File: src/rtl/egr_tcu_pop_arb.sv
`default_nettype none
// ============================================================================
// Module   : egr_tcu_pop_arb
// Purpose  : TCU-side pop scheduler on the TQU->TCU boundary. Picks one ready
//            queue per cycle round-robin and issues a registered one-hot pop
//            to the TQU. Each pop is gated by a per-queue downstream credit
//            and by an in-flight limit. Issued queue IDs are kept in a FIFO
//            so returning TQU data can be checked for order and forwarded
//            downstream.
// Ports    : cclk, rst_n        - clock, synchronous active-low reset
//            tqu_data_ready     - per-queue "TQU holds a word"
//            q_enable           - per-queue software enable
//            tcu_pop            - one-hot pop to the TQU (registered)
//            tqu_data_valid/tqu_data/tqu_data_qid - returned TQU word
//            out_valid/out_data/out_qid           - forwarded word
//            credit_ret_valid/credit_ret_qid      - downstream credit return
//            outstanding        - pops issued whose data has not returned
//            err_unexp/err_order/err_credit/err_timeout - sticky errors
// Options  : define EGR_TCU_POP_TIMEOUT_EN to build the in-flight watchdog
//            (TIMEOUT_CYC cycles); otherwise err_timeout is tied low.
// Revision : 1.0 - initial release
// ============================================================================
module egr_tcu_pop_arb #(
  parameter int NUM_Q       = 36,
  parameter int QW          = 6,
  parameter int DATA_W      = 128,
  parameter int CREDITS     = 4,
  parameter int MAX_OUT     = 8,
  parameter int TIMEOUT_CYC = 256
) (
  input  logic                     cclk,
  input  logic                     rst_n,
  input  logic [NUM_Q-1:0]         tqu_data_ready,
  output logic [NUM_Q-1:0]         tcu_pop,
  input  logic [NUM_Q-1:0]         q_enable,
  input  logic                     tqu_data_valid,
  input  logic [DATA_W-1:0]        tqu_data,
  input  logic [QW-1:0]            tqu_data_qid,
  output logic                     out_valid,
  output logic [DATA_W-1:0]        out_data,
  output logic [QW-1:0]            out_qid,
  input  logic                     credit_ret_valid,
  input  logic [QW-1:0]            credit_ret_qid,
  output logic [$clog2(MAX_OUT):0] outstanding,
  output logic                     err_unexp,
  output logic                     err_order,
  output logic                     err_credit,
  output logic                     err_timeout
);

  localparam int c_PW = $clog2(MAX_OUT);
  localparam int c_CW = $clog2(CREDITS + 1);

  localparam logic [c_PW:0]   c_CNT_ONE = (c_PW + 1)'(1);
  localparam logic [c_PW:0]   c_CNT_MAX = (c_PW + 1)'(MAX_OUT);
  localparam logic [c_PW-1:0] c_PTR_ONE = c_PW'(1);
  localparam logic [c_CW-1:0] c_CRD_ONE = c_CW'(1);
  localparam logic [c_CW-1:0] c_CRD_MAX = c_CW'(CREDITS);
  localparam logic [QW-1:0]   c_QID_ONE = QW'(1);
  localparam logic [QW-1:0]   c_LAST_Q  = QW'(NUM_Q - 1);
  localparam logic [QW:0]     c_NUM_Q_X = (QW + 1)'(NUM_Q);

  // Elaboration-time guard against illegal parameter sets.
  if (((2 ** QW) < NUM_Q) || (MAX_OUT < 2) || ((MAX_OUT & (MAX_OUT - 1)) != 0) ||
      (CREDITS < 1) || (TIMEOUT_CYC < 1)) begin : g_param_chk
    $error("egr_tcu_pop_arb: illegal parameter combination");
  end

  // --------------------------------------------------------------------------
  // State
  // --------------------------------------------------------------------------
  logic [NUM_Q-1:0]  pop_q, pop_d;
  logic [QW-1:0]     rr_ptr_q, rr_ptr_d;
  logic [QW-1:0]     fifo_mem_q [MAX_OUT];
  logic [c_PW-1:0]   wr_ptr_q, rd_ptr_q;
  logic [c_PW:0]     count_q, count_d;
  logic              out_valid_q;
  logic [DATA_W-1:0] out_data_q;
  logic [QW-1:0]     out_qid_q;
  logic              err_unexp_q, err_order_q, err_credit_q;

  logic [NUM_Q-1:0]  crd_avail;
  logic [NUM_Q-1:0]  crd_ovf;
  logic [NUM_Q-1:0]  elig;
  logic              gnt_vld;
  logic [QW-1:0]     gnt_idx;
  logic [QW:0]       rr_sum;
  logic [QW-1:0]     rr_idx;
  logic              fifo_push, fifo_pop, fifo_empty, not_full;
  logic [QW-1:0]     fifo_head;
  logic              credit_bad_qid;

  // --------------------------------------------------------------------------
  // Eligibility and round-robin arbitration
  // --------------------------------------------------------------------------
  assign fifo_empty = (count_q == '0);
  // A same-cycle data return does not free a slot for this cycle's grant.
  assign not_full   = (count_q != c_CNT_MAX);

  // The queue popped last cycle is excluded: its ready bit is still stale
  // because the TQU updates ready one cycle after a pop.
  assign elig = tqu_data_ready & q_enable & crd_avail & ~pop_q & {NUM_Q{not_full}};

  always_comb begin
    gnt_vld = 1'b0;
    gnt_idx = '0;
    rr_sum  = '0;
    rr_idx  = '0;
    for (int i = 0; i < NUM_Q; i++) begin
      rr_sum = {1'b0, rr_ptr_q} + (QW + 1)'(i);
      if (rr_sum >= c_NUM_Q_X) begin
        rr_sum = rr_sum - c_NUM_Q_X;
      end
      rr_idx = rr_sum[QW-1:0];
      if (!gnt_vld && elig[rr_idx]) begin
        gnt_vld = 1'b1;
        gnt_idx = rr_idx;
      end
    end
  end

  always_comb begin
    pop_d    = '0;
    rr_ptr_d = rr_ptr_q;
    if (gnt_vld) begin
      pop_d[gnt_idx] = 1'b1;
      rr_ptr_d       = (gnt_idx == c_LAST_Q) ? '0 : (gnt_idx + c_QID_ONE);
    end
  end

  always_ff @(posedge cclk) begin
    if (!rst_n) begin
      pop_q    <= '0;
      rr_ptr_q <= '0;
    end else begin
      pop_q    <= pop_d;
      rr_ptr_q <= rr_ptr_d;
    end
  end

  // --------------------------------------------------------------------------
  // In-flight queue-ID FIFO
  // --------------------------------------------------------------------------
  assign fifo_push = gnt_vld;
  assign fifo_pop  = tqu_data_valid && !fifo_empty;
  assign fifo_head = fifo_mem_q[rd_ptr_q];

  always_comb begin
    count_d = count_q;
    if (fifo_push && !fifo_pop) begin
      count_d = count_q + c_CNT_ONE;
    end else if (fifo_pop && !fifo_push) begin
      count_d = count_q - c_CNT_ONE;
    end
  end

  // Storage is not reset; clearing the pointers discards its contents.
  always_ff @(posedge cclk) begin
    if (fifo_push) begin
      fifo_mem_q[wr_ptr_q] <= gnt_idx;
    end
  end

  always_ff @(posedge cclk) begin
    if (!rst_n) begin
      wr_ptr_q <= '0;
      rd_ptr_q <= '0;
      count_q  <= '0;
    end else begin
      count_q <= count_d;
      if (fifo_push) begin
        wr_ptr_q <= wr_ptr_q + c_PTR_ONE;
      end
      if (fifo_pop) begin
        rd_ptr_q <= rd_ptr_q + c_PTR_ONE;
      end
    end
  end

  // --------------------------------------------------------------------------
  // Per-queue credit counters
  // --------------------------------------------------------------------------
  for (genvar q = 0; q < NUM_Q; q++) begin : g_credit
    logic [c_CW-1:0] cnt_q;
    logic            take, give, at_max;

    assign take         = gnt_vld && (gnt_idx == QW'(q));
    assign give         = credit_ret_valid && (credit_ret_qid == QW'(q));
    assign at_max       = (cnt_q == c_CRD_MAX);
    assign crd_avail[q] = (cnt_q != '0);
    // A return to a full counter is an error even when a pop consumes a
    // credit in the same cycle; the counter is simply left unchanged then.
    assign crd_ovf[q]   = give && at_max;

    always_ff @(posedge cclk) begin
      if (!rst_n) begin
        cnt_q <= c_CRD_MAX;
      end else if (take && !give) begin
        cnt_q <= cnt_q - c_CRD_ONE;
      end else if (give && !take && !at_max) begin
        cnt_q <= cnt_q + c_CRD_ONE;
      end
    end
  end

  assign credit_bad_qid = credit_ret_valid && ({1'b0, credit_ret_qid} >= c_NUM_Q_X);

  // --------------------------------------------------------------------------
  // Data forwarding and sticky errors
  // --------------------------------------------------------------------------
  always_ff @(posedge cclk) begin
    if (!rst_n) begin
      out_valid_q  <= 1'b0;
      out_data_q   <= '0;
      out_qid_q    <= '0;
      err_unexp_q  <= 1'b0;
      err_order_q  <= 1'b0;
      err_credit_q <= 1'b0;
    end else begin
      out_valid_q <= fifo_pop;
      if (fifo_pop) begin
        out_data_q <= tqu_data;
        out_qid_q  <= fifo_head;
      end
      err_unexp_q  <= err_unexp_q  | (tqu_data_valid && fifo_empty);
      err_order_q  <= err_order_q  | (fifo_pop && (tqu_data_qid != fifo_head));
      err_credit_q <= err_credit_q | (|crd_ovf) | credit_bad_qid;
    end
  end

  // --------------------------------------------------------------------------
  // Optional in-flight watchdog
  // --------------------------------------------------------------------------
`ifdef EGR_TCU_POP_TIMEOUT_EN
  localparam int c_TW = $clog2(TIMEOUT_CYC + 1);
  localparam logic [c_TW-1:0] c_TO_ONE = c_TW'(1);
  localparam logic [c_TW-1:0] c_TO_MAX = c_TW'(TIMEOUT_CYC);

  logic [c_TW-1:0] to_cnt_q, to_cnt_d;
  logic            err_timeout_q;

  always_comb begin
    to_cnt_d = to_cnt_q;
    if (tqu_data_valid || fifo_empty) begin
      to_cnt_d = '0;
    end else if (to_cnt_q != c_TO_MAX) begin
      to_cnt_d = to_cnt_q + c_TO_ONE;
    end
  end

  always_ff @(posedge cclk) begin
    if (!rst_n) begin
      to_cnt_q      <= '0;
      err_timeout_q <= 1'b0;
    end else begin
      to_cnt_q      <= to_cnt_d;
      err_timeout_q <= err_timeout_q | (to_cnt_d == c_TO_MAX);
    end
  end

  assign err_timeout = err_timeout_q;
`else
  assign err_timeout = 1'b0;
`endif

  assign tcu_pop     = pop_q;
  assign out_valid   = out_valid_q;
  assign out_data    = out_data_q;
  assign out_qid     = out_qid_q;
  assign outstanding = count_q;
  assign err_unexp   = err_unexp_q;
  assign err_order   = err_order_q;
  assign err_credit  = err_credit_q;

endmodule
`default_nettype wire

File: config.mk
export PLATFORM = sky130hd
export DESIGN_NAME = egr_tcu_pop_arb
export DESIGN_NICKNAME = d
export VERILOG_FILES = /design/src/rtl/egr_tcu_pop_arb.sv
export SDC_FILE = /design/constraint.sdc
export NUM_CORES = 1
export LEC_CHECK = 0
export BUFFER_PORTS_ARGS = -buffer_cell sky130_fd_sc_hd__buf_2
export CAP_MARGIN = 10
export CORE_MARGIN = 2
export CORE_UTILIZATION = 50
export DETAILED_ROUTE_END_ITERATION = 10
export PLACE_DENSITY = 0.7
export SETUP_SLACK_MARGIN = 0.15
export SKIP_LAST_GASP = 1
export SLEW_MARGIN = 20
export SYNTH_ARGS = -nofsm -noshare
export SYNTH_HDL_FRONTEND = slang
export SYNTH_SLANG_ARGS = --single-unit
export TNS_END_PERCENT = 10
File: constraint.sdc
create_clock -name cclk -period 12.3 [get_ports cclk]
set_clock_uncertainty 0.1 [all_clocks]
set_input_delay 0.615 -clock cclk [delete_from_list [all_inputs] [get_ports cclk]]
set_output_delay 0.615 -clock cclk [all_outputs]
set_load 0.05 [all_outputs]
## Yosys cells after proc, flatten, opt, wreduce, memory -nomap -nowiden

Memory sizes are Yosys's and may differ from the RTL's. A register that Yosys moved wholly into a read port is not among the register bits.
Index checks and enable logic that the tools add are counted.

- Memories: 1
- Bits of input ports: 216
- Word-level logic and storage cells: 1,131
- Register bits after elaboration: 298
- Bits in writable memories: 48
- Output and inout bits: 179

Memories:

| memory | depth | bits a word | rd ports | clocked after memory_dff | wr ports | RTL line | text |
|---|---|---|---|---|---|---|---|
| fifo_mem_q | 8 | 6 | 1 | 1 | 1 | 74 | `logic [QW-1:0] fifo_mem_q [MAX_OUT];` |

- Bitwise operators: 9
- Add/sub/neg operators: 148
- Mux-type cells: 261
- $lt $le $gt $ge: 75
- Reduce and logical (&&, ||, !) cells: 482
- Equality and inequality tests: 108

Operator list:

| operator | number |
|---|---|
| two-way mux 6 bit | 73 |
| < comparator 6 x 7 -> 1 bit (second input constant) | 37 |
| logical AND 1 bit | 258 |
| greater-or-equal comparator 7 x 6 -> 1 bit (second input constant) | 35 |
| two-way mux 3 bit | 74 |
| binary-select mux 1 bit (select 6 bit) | 36 |
| subtractor 6 bit (second input constant) | 36 |
| equality test 6 x 5 -> 1 bit (second input constant) | 32 |
| logical NOT 1 bit | 146 |
| AND 36 bit | 4 |
| adder 3 x 1 -> 3 bit (second input constant) | 38 |
| adder 6 x 5 -> 7 bit (second input constant) | 16 |
| equality test 3 bit (second input constant) | 36 |
| nonzero test 3 bit | 36 |
| subtractor 3 x 1 -> 3 bit (second input constant) | 36 |
| equality test 6 x 4 -> 1 bit (second input constant) | 16 |
| two-way mux 1 bit | 75 |
| nonzero test 2 bit | 37 |
| adder 6 x 4 -> 7 bit (second input constant) | 8 |
| equality test 6 x 3 -> 1 bit (second input constant) | 8 |
| equality test 6 bit (second input constant) | 8 |
| NOT 36 bit | 1 |
| OR reduction 36 bit | 1 |
| adder 6 x 3 -> 7 bit (second input constant) | 4 |
| other kinds (18) | 32 |

## Longest topological paths before layout

- Word-level depth: 119
- Depth in mapped cells: 41
- Depth with buffers taken out: 32

## Least setup slack after synthesis

Ideal clock, no wire load.

- Kind: flip-flop to flip-flop
- From: register rr_ptr_q[1]
- To: register g_credit[4].cnt_q[2]
- Setup time: 0.137 ns
- Buffers on the path: 8
- Path slack: 3.084 ns
- Required time: 12.063 ns
- Clock period less this slack: 9.216 ns
- Stages on the path, launching flop included: 37
- Arrival time: 8.980 ns
- Cells stage by stage: dfxtp_1 -> buf_4 -> inv_2 -> buf_1 -> clkbuf_1 -> ha_1 -> xnor2_1 -> clkbuf_1 -> clkbuf_1 -> buf_2 -> inv_1 -> ha_1 -> a21boi_0 -> mux2_2 -> a21boi_1 -> o221ai_1 -> or3_1 -> a22oi_1 -> o2bb2ai_1 -> or3_1 -> clkbuf_1 -> nor4_4 -> nand4_1 -> o221ai_1 -> a311oi_1 -> nor4_1 -> nand2_1 -> a211oi_2 -> ha_1 -> clkbuf_1 -> nand2_1 -> nor3_2 -> nand2_1 -> fa_1 -> or4b_2 -> mux2i_1 -> o31ai_1

- Word-level cells in the longest chain between the ends: 116
- Elaborated cells on any way between the ends: 365
- Classes of those cells: add/sub: 71; order compare: 36; eq/ne: 1; mux: 181; reduce/logical: 76

Ends and longest elaborated chain:

| what | RTL line | text |
|---|---|---|
| start: declaration | 73 | `logic [QW-1:0] rr_ptr_q, rr_ptr_d;` |
| start signal: assignment | 137 | `rr_ptr_q <= rr_ptr_d;` |
| branches (longest 111 deep; another with adder 6 x 1 -> 7 bit) | - |  |
| logical AND 1 bit (*) | 187 | `assign take = gnt_vld && (gnt_idx == QW'(q));` |
| logical NOT 1 bit | 200 | `end else if (give && !take && !at_max) begin` |
| logical AND 1 bit (2 in a row) | 200 |  |
| nonzero test 2 bit (no source line) | - |  |
| end signal: assignment | 197 | `cnt_q <= c_CRD_MAX;` |
| end signal: assignment | 199 | `cnt_q <= cnt_q - c_CRD_ONE;` |
| end signal: assignment | 201 | `cnt_q <= cnt_q + c_CRD_ONE;` |
| end: declaration | 184 | `logic [c_CW-1:0] cnt_q;` |

Every way passes the cells marked *. The select of a mux whose other input is x is not followed.
A chain may end at the register's enable or synchronous reset.

## Worst setup path after layout

- From: register rr_ptr_q[1]
- To: register g_credit[28].cnt_q[2]

- Word-level cells in the longest chain between the ends: 116
- Elaborated cells on any way between the ends: 365
- Classes of those cells: add/sub: 71; order compare: 36; eq/ne: 1; mux: 181; reduce/logical: 76

Ends and longest elaborated chain:

| what | RTL line |
|---|---|
| branches (longest 111 deep; another with adder 6 x 1 -> 7 bit) | - |
| logical AND 1 bit (*) | 187 |
| logical NOT 1 bit | 200 |
| logical AND 1 bit (2 in a row) | 200 |
| nonzero test 2 bit (no source line) | - |
| end signal: assignment | 197 |
| end signal: assignment | 199 |
| end signal: assignment | 201 |
| end: declaration | 184 |

Marks and branches as above.

==> impl_metrics.toml <==
[routing]
routedWlPerCell_um = 28.2
firstDrtPassIters = 6
avgViaCountPerCell = 6.85
drtIter0Drc = 5647
remaining_drc_errors = 0
wirelength_um = 151000
ant_nets = 0
num_vias = 36800

[cells_and_area]
final_util_pct = 56.9
final_common_cell = "nand2_1"
multi_input_area_um2 = 23000
drive_gt1_share_pct = 17.2
final_cell_mix = "618 x nand2_1, 392 x buf_2, 331 x a21oi_1"
seq_area_um2 = 7480
fin_nets = 4794
num-fill-cells = 6115
area_growth_pct = 12.1

[cts]
clkTransAtPathRegs_ns = 0.06
clock_path_buffers = 3
cts_setup_buffers = 0
root_buffer = "clkbuf_16"
h-tree-depth = 2
cts_buffers = 40
cts.repair.resized = 0
clk_latency_ns = 0.62
clkSinkCount = 349
cts_tree = "built"
ctsHoldBuffers = 0

[worst_setup_path]
max_stage_delay_ns = 0.79
end_kind = "register"
critPathTopFamily = "simple AND/OR/NAND/NOR gates"
startpoint = "rr_ptr_q[1]"
startpoint_type = "register"
required_ns = 12.69
path_class = "register to register"
slowest_stage = "nor4_1"
critPathBufInv = 3
reg2reg_from = "rr_ptr_q[1]"
cp_max_fo = 15
cp.arrival_ns = 11.24

[die]
core_um2 = 63300
dieArea_um2 = 66300
die-height_um = 258
die_w_um = 258
row_count = 92
initial_utilization_pct = 50.8
io_pins = 395

[run]
cap_violations = 0

[synthesis]
yosysSeqAreaShare_pct = 23.2
ys_ff_latch = 349
netlist_area_um2 = 32100
synth_edf_count = 48
synth_cells = 4214
ys_dominant_reg_cell = "dfxtp_1"
ys_warn_count = 0
syn_nets = 4527
async_flop_share_pct = 0
avgSynthCellArea_um2 = 7.63
synth_cell_types = 132

[sta]
maxSlewViolCount = 0
final.min_clock_period_ns = 10.85
worst_slew_pin_slew_ns = 1.35
hold_violations = 0
setup_violations = 0
clock.fmax_ghz = 0.0922
fin_tns_setup_ns = 0
rsz0062_at_grt = "false"
period_share_pct = 88.2
relSlewSlack_pct = 10.3

[global_routing]
grt_max_degree = 84
antenna_found_initial = 7
first_global_vias = 32800
gr-total-overflow = 0
grtUsageTotal_pct = 43.5
grt_pass1_wl_um = 218000

[hold_path]
min_path_type = "input port to register"
hp-start = "tqu_data[119]"

[outcome]
outcome = "finished, final reports clean"

[placement]
place_hpwl_um = 117000
place.gp.congestion = 1.14
port_buffers = 393
final timing paths:
kind / to / slack, ns / depth (start not counted)
hold reg to reg: out_data[61] / 0.35 / 2
hold / removal: out_data[119] / 0.16 / 3
setup reg to reg: g_credit[28].cnt_q[2] / 1.45 / 28
setup / recovery: g_credit[28].cnt_q[2] / 1.45 / 28
layout make-up:
class                   instances  area share, %
multi-input cells            3472           64.0
clock inverters                20          0.639
inverters                     153           1.63
diodes                          6         0.0417
well taps                     846           2.94
flip-flops and latches        349           20.8
repair buffers                465           6.97
clock buffers                  53           3.05
synth_stat cells (all sizes together), types with 66 or more instances:
cell type  count  area [um2]
a21oi        335        1690
nand2        622        2350
buf          112         659
nor3         166         887
mux2i        158        1590
inv          149         567
nor2         318        1200
a211oi        66         533
nand3        148         746
clkbuf       128         480
o21ai        168         852
nor4          79         618
xnor2         94         865
dfxtp        301        6030
kinds of logic after synthesis:
kind of cell    share of synthesized area [%]
other cells                            0.0117
xor+xnor                                 3.04
mux                                      8.96
compound gates                           26.2
flops                                    23.2
simple gates                             28.6
buf+inv                                  5.36
fa+ha+maj                                4.64
metrics by stage:
step | instance area [um2] | setup slack (ns) | hold slack [ns] | instances
after floorplan | 32100 | 3.08 | 0.354 | 4214
after global placement | 34700 | 2.23 | 0.339 | 5285
after detailed placement | 34700 | 2.03 | 0.343 | 5285
after CTS | 36000 | 1.97 | 0.138 | 5358
after global routing | 36000 | 0.804 | 0.162 | 5358
final | 36000 | 1.45 | 0.159 | 5364
worst reg2reg max path: cells and delay by family (launching register included):
kind | cells | cell delay (ns)
and+or+nand+nor | 10 | 4.83
adders and majority gates | 4 | 1.60
buffers and inverters | 3 | 0.62
DFF | 1 | 0.46
muxes | 2 | 0.49
AOI/OAI and AO/OA | 9 | 2.65
state kept, by name, summed over array words and instances, names as in the netlist, named ones only:
signal,cells
err_unexp,1
rd_ptr_q,3
wr_ptr_q,3
out_qid,6
outstanding,4
err_order,1
g_credit.cnt_q,108
out_data,128
fifo_mem_q,48
out_valid,1
tcu_pop,36
err_credit,1
rr_ptr_q,6
layer usage:
| metal | global-route usage [%] | routed length, um | vias up | share of wire, % |
|---|---|---|---|---|
| li1 | - | - | 16300 | - |
| met3 | 12.9 | 19200 | 561 | 13 |
| met5 | 0 | 59 | - | 0.039 |
| met4 | 25.6 | 10600 | 6 | 7.0 |
| met2 | 63.3 | 62800 | 2520 | 41 |
| met1 | 57.1 | 58700 | 17400 | 39 |
Power is left out: the tool's default activity adds up to more than one toggle a clock period on the data nets, which glitch-free logic cannot reach.
